==> config.mk <==
export PLATFORM = sky130hd
export DESIGN_NAME = if_prefetch_unit
export DESIGN_NICKNAME = d
export VERILOG_FILES = /design/src/rtl/if_prefetch_unit_pkg.sv /design/src/rtl/if_prefetch_unit_fetch_fifo.sv /design/src/rtl/if_prefetch_unit.sv
export SDC_FILE = /design/constraint.sdc
export NUM_CORES = 1
export LEC_CHECK = 0
export CAP_MARGIN = 0
export CORE_MARGIN = 4
export CORE_UTILIZATION = 36
export CTS_BUF_LIST = sky130_fd_sc_hd__clkbuf_8 sky130_fd_sc_hd__clkbuf_16
export CTS_CLUSTER_SIZE = 30
export DETAILED_ROUTE_END_ITERATION = 8
export PLACE_DENSITY_LB_ADDON = 0.05
export SYNTH_ARGS = -nofsm -noshare
export SYNTH_HDL_FRONTEND = slang
export SYNTH_SLANG_ARGS = --single-unit
==> constraint.sdc <==
create_clock -name clk -period 7.67 [get_ports clk]
set_input_delay 1.1505 -clock clk [delete_from_list [all_inputs] [get_ports clk]]
set_output_delay 1.1505 -clock clk [all_outputs]
set_load 0.02 [all_outputs]
==> src/rtl/if_prefetch_unit_pkg.sv <==
// Shared types and constants for the decoupled instruction prefetcher.
// Redirect priority: exception/ertn over branch.
package if_prefetch_unit_pkg;

  localparam int         IF_TO_ID_BUS_SIZE   = 64;
  localparam logic [1:0] INST_SRAM_SIZE_WORD = 2'd2;

  typedef enum logic [1:0] {
    REDIR_NONE,
    REDIR_EXCP,
    REDIR_BRANCH
  } redir_src_e;

  typedef struct packed {
    logic [31:0] pc;
    logic [31:0] inst;
  } if_to_id_t;

  function automatic redir_src_e redir_select(input logic excp, input logic ertn,
                                              input logic br);
    if (excp | ertn) return REDIR_EXCP;
    if (br) return REDIR_BRANCH;
    return REDIR_NONE;
  endfunction

endpackage

==> src/rtl/if_prefetch_unit_fetch_fifo.sv <==
// Small synchronous FIFO with flush; the head entry is read straight from
// registered storage, so a push becomes visible one cycle later.
module fetch_fifo #(
  parameter int WIDTH = 32,
  parameter int DEPTH = 4
) (
  input  logic                       clk,
  input  logic                       reset,
  input  logic                       i_push,
  input  logic                       i_pop,
  input  logic                       i_flush,
  input  logic [WIDTH-1:0]           i_wdata,
  output logic [WIDTH-1:0]           o_rdata,
  output logic                       o_full,
  output logic                       o_empty,
  output logic [$clog2(DEPTH+1)-1:0] o_count
);

  localparam int PW = (DEPTH > 1) ? $clog2(DEPTH) : 1;
  localparam int CW = $clog2(DEPTH + 1);

  logic [WIDTH-1:0] r_mem [DEPTH];
  logic [PW-1:0]    r_rd_ptr;
  logic [PW-1:0]    r_wr_ptr;
  logic [CW-1:0]    r_count;
  logic             w_do_push;
  logic             w_do_pop;

  function automatic logic [PW-1:0] ptr_inc(input logic [PW-1:0] p);
    return (p == PW'(DEPTH - 1)) ? '0 : p + 1'b1;
  endfunction

  // A push into a full FIFO is only legal when the head leaves the same cycle.
  assign w_do_push = i_push & (~o_full | i_pop);
  assign w_do_pop  = i_pop & ~o_empty;

  always_ff @(posedge clk) begin
    if (reset) begin
      r_rd_ptr <= '0;
      r_wr_ptr <= '0;
      r_count  <= '0;
      for (int i = 0; i < DEPTH; i++) r_mem[i] <= '0;
    end else if (i_flush) begin
      r_rd_ptr <= '0;
      r_wr_ptr <= '0;
      r_count  <= '0;
    end else begin
      if (w_do_push) begin
        r_mem[r_wr_ptr] <= i_wdata;
        r_wr_ptr        <= ptr_inc(r_wr_ptr);
      end
      if (w_do_pop) r_rd_ptr <= ptr_inc(r_rd_ptr);
      case ({w_do_push, w_do_pop})
        2'b10:   r_count <= r_count + 1'b1;
        2'b01:   r_count <= r_count - 1'b1;
        default: r_count <= r_count;
      endcase
    end
  end

  assign o_rdata = r_mem[r_rd_ptr];
  assign o_empty = (r_count == '0);
  assign o_full  = (r_count == CW'(DEPTH));
  assign o_count = r_count;

endmodule

==> src/rtl/if_prefetch_unit.sv <==
// Decoupled instruction prefetcher: keeps up to MAX_OUTSTANDING fetches in
// flight, buffers responses in a queue, and discards responses made stale by redirects.
module if_prefetch_unit
  import if_prefetch_unit_pkg::*;
#(
  parameter int          QUEUE_DEPTH     = 4,
  parameter int          MAX_OUTSTANDING = 2,
  parameter logic [31:0] RESET_PC        = 32'h1c000000
) (
  input  logic                         clk,
  input  logic                         reset,
  input  logic                         id_allow_in,
  input  logic                         br_taken,
  input  logic [31:0]                  br_target,
  input  logic                         excp_flush,
  input  logic                         ertn_flush,
  input  logic [31:0]                  ex_entry,
  output logic                         inst_sram_req,
  output logic                         inst_sram_wr,
  output logic [1:0]                   inst_sram_size,
  output logic [3:0]                   inst_sram_wstrb,
  output logic [31:0]                  inst_sram_addr,
  output logic [31:0]                  inst_sram_wdata,
  input  logic                         inst_sram_addr_ok,
  input  logic                         inst_sram_data_ok,
  input  logic [31:0]                  inst_sram_rdata,
  output logic                         if_to_id_valid,
  output logic [IF_TO_ID_BUS_SIZE-1:0] if_to_id_bus
);

  localparam int OW = $clog2(MAX_OUTSTANDING + 1);
  localparam int QW = $clog2(QUEUE_DEPTH + 1);

  redir_src_e  w_redir_src;
  logic        w_redirect;
  logic [31:0] w_redirect_target;
  logic [31:0] r_fetch_pc;
  logic [OW-1:0] r_outstanding;
  logic [OW-1:0] r_cancel;
  logic [OW-1:0] w_outstanding_next;
  logic        w_credit_ok;
  logic        w_accept;
  logic        w_drop;
  logic        w_keep;
  logic        w_pop;
  logic [31:0] w_pend_pc;
  logic        w_pend_full;
  logic        w_pend_empty;
  logic [OW-1:0] w_pend_count;
  if_to_id_t   w_q_wdata;
  logic        w_q_full;
  logic        w_q_empty;
  logic [QW-1:0] w_q_count;
  logic        w_unused;

  assign w_redir_src       = redir_select(excp_flush, ertn_flush, br_taken);
  assign w_redirect        = (w_redir_src != REDIR_NONE);
  assign w_redirect_target = (w_redir_src == REDIR_EXCP) ? ex_entry : br_target;

  // Cancelled responses still count as outstanding, so the credit check stays conservative.
  assign w_credit_ok = (r_outstanding < OW'(MAX_OUTSTANDING)) &&
                       ((32'(r_outstanding) + 32'(w_q_count)) < 32'(QUEUE_DEPTH));

  assign inst_sram_req   = ~reset & ~w_redirect & w_credit_ok;
  assign inst_sram_addr  = r_fetch_pc;
  assign inst_sram_wr    = 1'b0;
  assign inst_sram_size  = INST_SRAM_SIZE_WORD;
  assign inst_sram_wstrb = 4'd0;
  assign inst_sram_wdata = 32'd0;

  assign w_accept = inst_sram_req & inst_sram_addr_ok;
  assign w_drop   = inst_sram_data_ok & (r_cancel != '0);
  assign w_keep   = inst_sram_data_ok & ~w_drop & ~w_redirect;
  assign w_pop    = ~w_q_empty & id_allow_in;

  always_comb begin
    w_outstanding_next = r_outstanding;
    case ({w_accept, inst_sram_data_ok})
      2'b10:   w_outstanding_next = r_outstanding + OW'(1);
      2'b01:   w_outstanding_next = r_outstanding - OW'(1);
      default: w_outstanding_next = r_outstanding;
    endcase
  end

  always_ff @(posedge clk) begin
    if (reset) begin
      r_fetch_pc    <= RESET_PC;
      r_outstanding <= '0;
      r_cancel      <= '0;
    end else begin
      r_outstanding <= w_outstanding_next;
      if (w_redirect) begin
        r_fetch_pc <= w_redirect_target;
        r_cancel   <= w_outstanding_next;
      end else begin
        if (w_accept) r_fetch_pc <= r_fetch_pc + 32'd4;
        if (w_drop) r_cancel <= r_cancel - OW'(1);
      end
    end
  end

  fetch_fifo #(
    .WIDTH (32),
    .DEPTH (MAX_OUTSTANDING)
  ) u_pend_fifo (
    .clk     (clk),
    .reset   (reset),
    .i_push  (w_accept),
    .i_pop   (w_keep),
    .i_flush (w_redirect),
    .i_wdata (r_fetch_pc),
    .o_rdata (w_pend_pc),
    .o_full  (w_pend_full),
    .o_empty (w_pend_empty),
    .o_count (w_pend_count)
  );

  assign w_q_wdata = '{pc: w_pend_pc, inst: inst_sram_rdata};

  fetch_fifo #(
    .WIDTH (IF_TO_ID_BUS_SIZE),
    .DEPTH (QUEUE_DEPTH)
  ) u_inst_queue (
    .clk     (clk),
    .reset   (reset),
    .i_push  (w_keep),
    .i_pop   (w_pop),
    .i_flush (w_redirect),
    .i_wdata (w_q_wdata),
    .o_rdata (if_to_id_bus),
    .o_full  (w_q_full),
    .o_empty (w_q_empty),
    .o_count (w_q_count)
  );

  assign if_to_id_valid = ~w_q_empty;

  assign w_unused = ^{w_pend_full, w_pend_empty, w_pend_count, w_q_full};

endmodule
==> impl_metrics.json, run 1 <==
{
  "multi_input_area_um2": 5760,
  "slowest_stage": "dfxtp_4",
  "worst_setup_path_end_kind": "output pin",
  "cts_hold_buf": 0,
  "grt_max_degree": 65,
  "numCtsBuffers": 43,
  "grt_pass1_vias": 11053,
  "yosysTopAreaCellShare_pct": 56.8,
  "nFillCells": 4271,
  "max_cap_viol_count": 0,
  "nets": 1541,
  "status": "finished clean",
  "start_kind": "register",
  "crit_type": "register to output pin",
  "cts.repair.resized": 0,
  "setup_viol": 0,
  "routed_via_density": 5.01,
  "cp_num_buf_inv": 2,
  "grt_pass1_wl_um": 68800,
  "path_delay_family": "buffers and inverters",
  "synth-seq-cells": 370,
  "tightest_slew_ns": 1.12,
  "dr_total_vias": 10352,
  "cts-root-buf": "clkbuf_16",
  "track_usage_pct": 17.7,
  "setup_slack_ns": 3.17,
  "wl_per_cell_um": 21.7,
  "post_dp_cell_area_um2": 19400,
  "die_w_um": 225,
  "cts_htree_levels": 2,
  "rsz0062_at_grt": "false",
  "drive_above_1_share_pct": 11.6,
  "tritoncts": "done",
  "ir_worst_vdd_mv": 0.148,
  "cts_buffer_depth": 3,
  "final.setup.tns_ns": 0,
  "clock-sinks": 370,
  "p_leak_nw": 7.24,
  "cts_setup_buffers": 0,
  "crit_fanout": 36,
  "clock_latency_ns": 0.56,
  "synthCells": 1245,
  "synth_cell_types": 66,
  "fp.dieH_um": 225,
  "design_area_um2": 20700,
  "place_ws_ns": 2.72,
  "rows": 79,
  "netlist_top_cells_count": "320 x edfxtp_1, 185 x and2_1, 160 x nor2_1",
  "drc": 0,
  "fin_total_pwr_w": 0.00454,
  "coreArea_um2": 46600,
  "worstPathArrival_ns": 3.35,
  "antenna_left": 0,
  "crit_path_max_incr_delay_ns": 0.88,
  "place.detailed.hpwl_um": 27500,
  "maxSlewViolCount": 0,
  "path_clk_slew_ns": 0.05,
  "grt_overflow": 0,
  "yosysMostFrequentCell": "edfxtp_1",
  "synth.yosys.warnings": 0,
  "path_cells": "buf_4 > mux4_2 > clkdlybuf4s50_1",
  "hold_path.class": "register to register",
  "place_congestion": 0.782,
  "synthArstFlopShare_pct": 0,
  "rrSetupSlack_ns": 4.63,
  "area_delta_synth_final_pct": 22.0,
  "hold_viol_final": 0,
  "synth-edff-count": 320,
  "fmax_mhz": 222,
  "final.setup_skew_ns": 0.0178,
  "ios": 241,
  "synth_area_leaders": "edfxtp_1 57%, mux4_2 8.5%, and2_1 6.8%, dfxtp_1 5.9%, nor2_1 3.5%",
  "antenna_found_initial": 2,
  "synth_area_um2": 16900,
  "seq_area_frac_synth_pct": 62.7,
  "hold_ws_ns": 0.474,
  "required_ns": 6.52,
  "ys.flop_type": "edfxtp_1",
  "power.density_nw_per_um2": 220,
  "port_buffers": 201,
  "relSlewSlack_pct": 25.0,
  "finalCritPeriodShare_pct": 58.7,
  "min_period_ns": 4.50,
  "routed_wl_um": 44800,
  "drt_first_iter_violations": 663,
  "start_util_pct": 36.4,
  "synth_area_per_cell_um2": 13.6,
  "die_area_um2": 50500,
  "ff_latch_area_um2": 10600,
  "antennaDiodeCount": 0,
  "synth_top_area_cell": "edfxtp_1",
  "dr.pass1.iters": 5
}
## path summary, 6_finish.rpt
kind / end / depth (start not counted) / from
worst min register to register: register / 2 / u_inst_queue.r_rd_ptr[1]
worst max register to register: u_inst_queue.r_mem[0][55] / 8 / r_cancel[0]
worst max-delay path: if_to_id_bus[40] / 3 / register
worst min-delay path: register / 2 / u_inst_queue.r_rd_ptr[1]
## sequential cells by signal (all words and copies together) (netlist names), named ones only
signal / count
inst_sram_addr: 32
r_cancel: 2
r_outstanding: 2
u_inst_queue.o_count: 3
u_inst_queue.r_mem: 256
u_inst_queue.r_rd_ptr: 2
u_inst_queue.r_wr_ptr: 2
u_pend_fifo.o_count: 2
u_pend_fifo.r_mem: 64
u_pend_fifo.r_rd_ptr: 1
u_pend_fifo.r_wr_ptr: 1
## logic make-up (layout without fill, tap and decap cells)
group,Yosys count,in the layout,share of synthesized area [%]
simple gates,497,497,16.1
flops,370,370,62.7
buf+inv,137,314,4.40
compound gates,111,111,4.35
mux,104,104,10.9
xor+xnor,15,15,0.776
fa+ha+maj,9,9,0.710
other cells,2,39,0.0444
## through the flow
step	cells	utilization, %
2_1_floorplan	1282	-
4_1_cts	2066	44.4
3_5_place_dp	1990	41.6
6_report	2066	44.4
3_3_place_gp	1990	41.6
5_1_grt	2066	44.4
## worst reg2reg max path: stages, from the launching register on
cell     delay [ns]
dfxtp_1        0.29
inv_1          0.08
ha_1           0.16
and2_1         0.23
nand4_2        0.11
buf_4          0.34
or3_1          0.43
nand2_4        0.37
buf_4          0.58
## cells in the final DEF (no fill, tap or decap), types with 5 or more instances in the layout
| master | count |
|---|---|
| a31oi_1 | 5 |
| and3_1 | 9 |
| o21ai_0 | 17 |
| nand4_1 | 5 |
| inv_1 | 34 |
| nor4_1 | 8 |
| xnor2_1 | 9 |
| ha_1 | 8 |
| nor2_1 | 159 |
| conb_1 | 39 |
| nand2_1 | 36 |
| mux4_2 | 64 |
| nor3_1 | 24 |
| buf_4 | 19 |
| edfxtp_1 | 320 |
| and2_1 | 185 |
| clkdlybuf4s50_1 | 200 |
| mux2i_1 | 40 |
| nand2b_1 | 6 |
| or3_1 | 8 |
| o311ai_0 | 7 |
| nand3_1 | 20 |
| dfxtp_1 | 47 |
| clkinv_1 | 9 |
| clkbuf_16 | 45 |
| a211oi_1 | 14 |
| a21oi_1 | 35 |
| and4_1 | 5 |
| xor2_1 | 6 |
## where the power goes
group          total, W  switching (W)  internal [W]
clock           0.00189       0.000787       0.00110
combinational  0.000347       0.000201      0.000146
sequential      0.00231      0.0000474       0.00226
## routing by layer
metal  wire (um)  up-vias  global-route usage [%]
met5          21        -                       0
met4         725        4                    3.68
met3        2430       60                    4.40
met2       22300      260                    30.5
met1       19300     5142                    23.0
li1            -     4886                       -
## area by class of cell
type	instances	share of cell area, %
repair buffers	220	10.4
flip-flops and latches	370	51.4
inverters	18	0.327
clock buffers	47	5.59
clock inverters	29	0.673
well taps	607	3.68
multi-input cells	775	27.9
Note: power is estimated with default switching activity, not from simulation.
==> inputs of run 2 (changes only) <==
Clock period 7.67 ns to 4.6 ns, I/O delays scaled along.
==> impl_metrics.json, run 2 (synthesized netlist as in run 1, its figures left out) <==
{
  "tightest_slew_ns": 1.06,
  "dr_total_vias": 10436,
  "rows": 79,
  "cts_htree_levels": 2,
  "design_area_um2": 20900,
  "p_leak_nw": 7.32,
  "min_period_ns": 3.51,
  "worst_setup_path_end_kind": "output pin",
  "switching_power_w": 0.00177,
  "setup_slack_ns": 1.09,
  "cts_setup_buffers": 0,
  "tritoncts": "done",
  "finalCritPeriodShare_pct": 76.3,
  "seqPwrFrac_pct": 49.9,
  "ios": 241,
  "cts-root-buf": "clkbuf_16",
  "antenna_left": 0,
  "start_kind": "register",
  "max_cap_viol_count": 0,
  "ir_worst_vdd_mv": 0.234,
  "wl_per_cell_um": 21.9,
  "die_w_um": 225,
  "coreArea_um2": 46600,
  "place.detailed.hpwl_um": 29900,
  "fin_total_pwr_w": 0.00771,
  "cts.repair.resized": 0,
  "p_int_w": 0.00594,
  "port_buffers": 201,
  "final.setup_skew_ns": 0.0178,
  "final_cell_mix": "320 x edfxtp_1, 199 x clkdlybuf4s50_1, 185 x and2_1, 159 x nor2_1, 64 x mux4_2",
  "drive_above_1_share_pct": 12.7,
  "largest_reg_flops": 256,
  "drc": 0,
  "nFillCells": 4281,
  "final_util_pct": 44.8,
  "hold_viol_final": 0,
  "worstPathArrival_ns": 2.82,
  "switching_share_pct": 22.9,
  "drt_first_iter_violations": 628,
  "largest_register": "u_inst_queue.r_mem",
  "die_area_um2": 50500,
  "setup_viol": 0,
  "antenna_found_initial": 0,
  "clock_latency_ns": 0.56,
  "cts_buffer_depth": 3,
  "pwr-share-comb_pct": 7.7,
  "grt_overflow": 0,
  "power.density_nw_per_um2": 369,
  "rsz0062_at_grt": "false",
  "numCtsBuffers": 43,
  "status": "finished clean",
  "track_usage_pct": 18.0,
  "fmax_mhz": 285,
  "dr.pass1.iters": 5,
  "place_congestion": 0.825,
  "antennaDiodeCount": 0,
  "p_clk_share_pct": 42.4,
  "grt_pass1_vias": 10934,
  "final.setup.tns_ns": 0,
  "clock-sinks": 370,
  "crit_type": "register to output pin",
  "crit_fanout": 20,
  "place_ws_ns": 1.12,
  "cts_hold_buf": 0,
  "path_clk_slew_ns": 0.06,
  "start_util_pct": 36.4,
  "grt_pass1_wl_um": 69700,
  "final_common_cell": "edfxtp_1",
  "area_delta_synth_final_pct": 23.3,
  "fp.dieH_um": 225,
  "routed_wl_um": 45600,
  "grt_max_degree": 52,
  "hold_path.class": "register to register",
  "relSlewSlack_pct": 29.5,
  "routed_via_density": 5.02,
  "post_dp_cell_area_um2": 19500,
  "required_ns": 3.91,
  "nets": 1555,
  "maxSlewViolCount": 0
}
run 2: worst max-delay path, cell delays in order, from the launching register on:
cell and delay [ns]:
dfxtp_4 0.67, buf_4 0.40, mux4_2 0.54, clkdlybuf4s50_1 0.62
run 2: final cells by class:
cell class	instances	area, um2	share of cell area (%)
Sequential cell	370	10600	50.9
Tap cell	607	759	3.64
Clock inverter	29	204	0.977
Inverter	18	67.6	0.324
Clock buffer	45	1130	5.40
Timing Repair Buffer	234	2310	11.1
Multi-Input combinational cell	775	5780	27.7
run 2: path summary, 6_finish.rpt:
kind	startpoint	endpoint	slack, ns	depth (start not counted)
hold / removal	u_inst_queue.r_rd_ptr[1]	register	0.49	2
setup / recovery	register	if_to_id_bus[42]	1.09	3
setup reg to reg	inst_sram_addr[2]	inst_sram_addr[30]	1.76	6
hold reg to reg	u_inst_queue.r_rd_ptr[1]	register	0.49	2
run 2: metal layers:
layer  global-route usage [%]  up-vias  routed length (um)
met3                     4.39       52                2540
met5                        0        -                   0
met2                     30.4      291               22600
met1                     24.0     5187               19700
met4                     3.66        0                 767
li1                         -     4906                   -
run 2: power by group through the flow:
stage          clock, W  sequential (W)  combinational (W)
6_report        0.00326         0.00385           0.000594
5_1_grt         0.00350         0.00386           0.000642
4_1_cts         0.00337         0.00385           0.000604
3_5_place_dp          0         0.00392           0.000601
3_3_place_gp          0         0.00392           0.000602
2_1_floorplan         0         0.00391           0.000301
run 2: through the flow:
stage / std cells / hold slack, ns
6_report: 2078 / 0.495
3_3_place_gp: 2004 / 0.462
2_1_floorplan: 1282 / 0.454
4_1_cts: 2078 / 0.498
3_5_place_dp: 2004 / 0.478
5_1_grt: 2078 / 0.525
==> inputs of run 3 (changes only) <==
Clock period 4.6 ns to 3.55 ns, I/O delays scaled along.
==> impl_metrics.json, run 3 (synthesized netlist as in run 1, its figures left out) <==
{
  "cts_buffer_depth": 3,
  "crit_type": "register to output pin",
  "cts_hold_buf": 0,
  "final_common_cell": "edfxtp_1",
  "cts_setup_buffers": 0,
  "grt_pass1_wl_um": 69200,
  "rsz0062_at_grt": "false",
  "status": "finished clean",
  "dr.pass1.iters": 5,
  "drive_above_1_share_pct": 13.2,
  "fmax_mhz": 315,
  "cts_htree_levels": 2,
  "design_area_um2": 21000,
  "wl_per_cell_um": 21.8,
  "drc": 0,
  "max_cap_viol_count": 0,
  "dr_total_vias": 10444,
  "numCtsBuffers": 42,
  "cts-root-buf": "clkbuf_16",
  "routed_wl_um": 45400,
  "ir_worst_vdd_mv": 0.268,
  "grt_overflow": 0,
  "min_period_ns": 3.18,
  "cts.repair.resized": 0,
  "drt_first_iter_violations": 686,
  "use_met3_pct": 3.62,
  "grt_max_degree": 48,
  "crit_path_max_incr_delay_ns": 0.68,
  "antennaDiodeCount": 0,
  "antenna_left": 0,
  "clock-sinks": 370,
  "die_area_um2": 50500,
  "start_util_pct": 36.4,
  "path_delay_family": "buffers and inverters",
  "coreArea_um2": 46600,
  "place_congestion": 0.782,
  "crit_end": "if_to_id_bus[53]",
  "grt_pass1_vias": 10892,
  "nets": 1560,
  "tightest_slew_ns": 0.734,
  "routed_via_density": 5.01,
  "port_buffers": 201,
  "clock_latency_ns": 0.56,
  "rrSetupSlack_ns": 0.98,
  "post_dp_cell_area_um2": 19700,
  "rows": 79,
  "relSlewSlack_pct": 51.1,
  "antenna_found_initial": 0,
  "met2_usage_pct": 30.0,
  "final.setup_skew_ns": 0.0130,
  "worstPathArrival_ns": 2.64,
  "place.detailed.hpwl_um": 29500,
  "final_cell_mix": "320 x edfxtp_1, 199 x clkdlybuf4s50_1, 185 x and2_1, 159 x nor2_1, 64 x mux4_2",
  "cp.depth": 3,
  "ios": 241,
  "path_clk_slew_ns": 0.06,
  "reg2reg_to": "inst_sram_addr[18]",
  "track_usage_pct": 17.9,
  "largest_register": "u_inst_queue.r_mem",
  "grt_busiest_layer": "met2",
  "die_w_um": 225,
  "worst_setup_path_end_kind": "output pin",
  "p_leak_nw": 7.35,
  "crit_fanout": 20,
  "required_ns": 3.02,
  "grtUsageMet1_pct": 24.0,
  "nFillCells": 4315,
  "worstRegToRegCells": 5,
  "hold_path.class": "input pin to register",
  "reg2reg_from": "inst_sram_addr[4]",
  "path_cells": "buf_12 > mux4_2 > clkdlybuf4s50_1",
  "finalCritPeriodShare_pct": 89.4,
  "area_delta_synth_final_pct": 23.8,
  "maxSlewViolCount": 0,
  "slowest_stage": "dfxtp_4",
  "fin_total_pwr_w": 0.00986,
  "hold_viol_final": 0,
  "tritoncts": "done",
  "fp.dieH_um": 225,
  "largest_reg_flops": 256,
  "start_kind": "register",
  "setup_viol": 0,
  "cp_num_buf_inv": 2,
  "power.density_nw_per_um2": 471
}
-- run 3: cell types whose count changed in the layout (fill, tap and decap cells not counted) --
| cell | delta |
|---|---|
| clkbuf_8 | +1 |
| clkinv_2 | +3 |
| bufinv_16 | -2 |
| inv_1 | -1 |
| buf_12 | +6 |
| clkinvlp_4 | +1 |
| inv_8 | -1 |
| clkinv_1 | +1 |
-- run 3: per-stage QoR --
stage / setup WS, ns / cells / hold slack (ns) / setup TNS, ns / utilization, %
3_3_place_gp: 0.429 / 2010 / 0.458 / 0 / 42.2
4_1_cts: 0.257 / 2086 / 0.383 / 0 / 45.0
3_5_place_dp: 0.397 / 2010 / 0.470 / 0 / 42.2
2_1_floorplan: -0.755 / 1282 / 0.454 / -48.29 / -
6_report: 0.375 / 2086 / 0.421 / 0 / 45.0
5_1_grt: 0.238 / 2086 / 0.407 / 0 / 45.0
-- run 3: final cells by class --
type | instances | area, um2 | share of cell area [%]
clock buffer | 46 | 1140 | 5.44
inverter | 18 | 67.6 | 0.322
tap | 607 | 759 | 3.62
timing repair buffer | 240 | 2430 | 11.6
clock inverter | 30 | 155 | 0.741
sequential | 370 | 10600 | 50.7
multi-input combinational | 775 | 5780 | 27.6
-- run 3: worst min path at each step --
stage	start	to	slack, ns	cells after the start
3_3_place_gp	u_inst_queue.r_rd_ptr[1]	register	0.46	2
4_1_cts	br_taken	r_cancel[0]	0.38	4
5_1_grt	br_taken	r_cancel[1]	0.41	3
3_5_place_dp	u_inst_queue.r_rd_ptr[1]	register	0.47	2
6_report	br_taken	r_cancel[0]	0.42	4
2_1_floorplan	u_inst_queue.r_rd_ptr[1]	register	0.45	2
-- run 3: worst min-delay path, stage by stage --
cell,delay (ns)
buf_2,0.15
nor4_4,0.09
nor2_1,0.11
a21oi_1,0.04
-- run 3: where the power goes --
part           total (W)  internal [W]  switching [W]
Sequential       0.00498       0.00488      0.0000967
Clock            0.00410       0.00236        0.00173
Combinational   0.000785      0.000338       0.000447
Total            0.00986       0.00758        0.00228
-- run 3: metal layers --
metal	part of all wire, %	up-vias
met1	44	5203
met2	49	271
li1	-	4915
met5	0	-
met3	5.0	55
met4	2.0	0
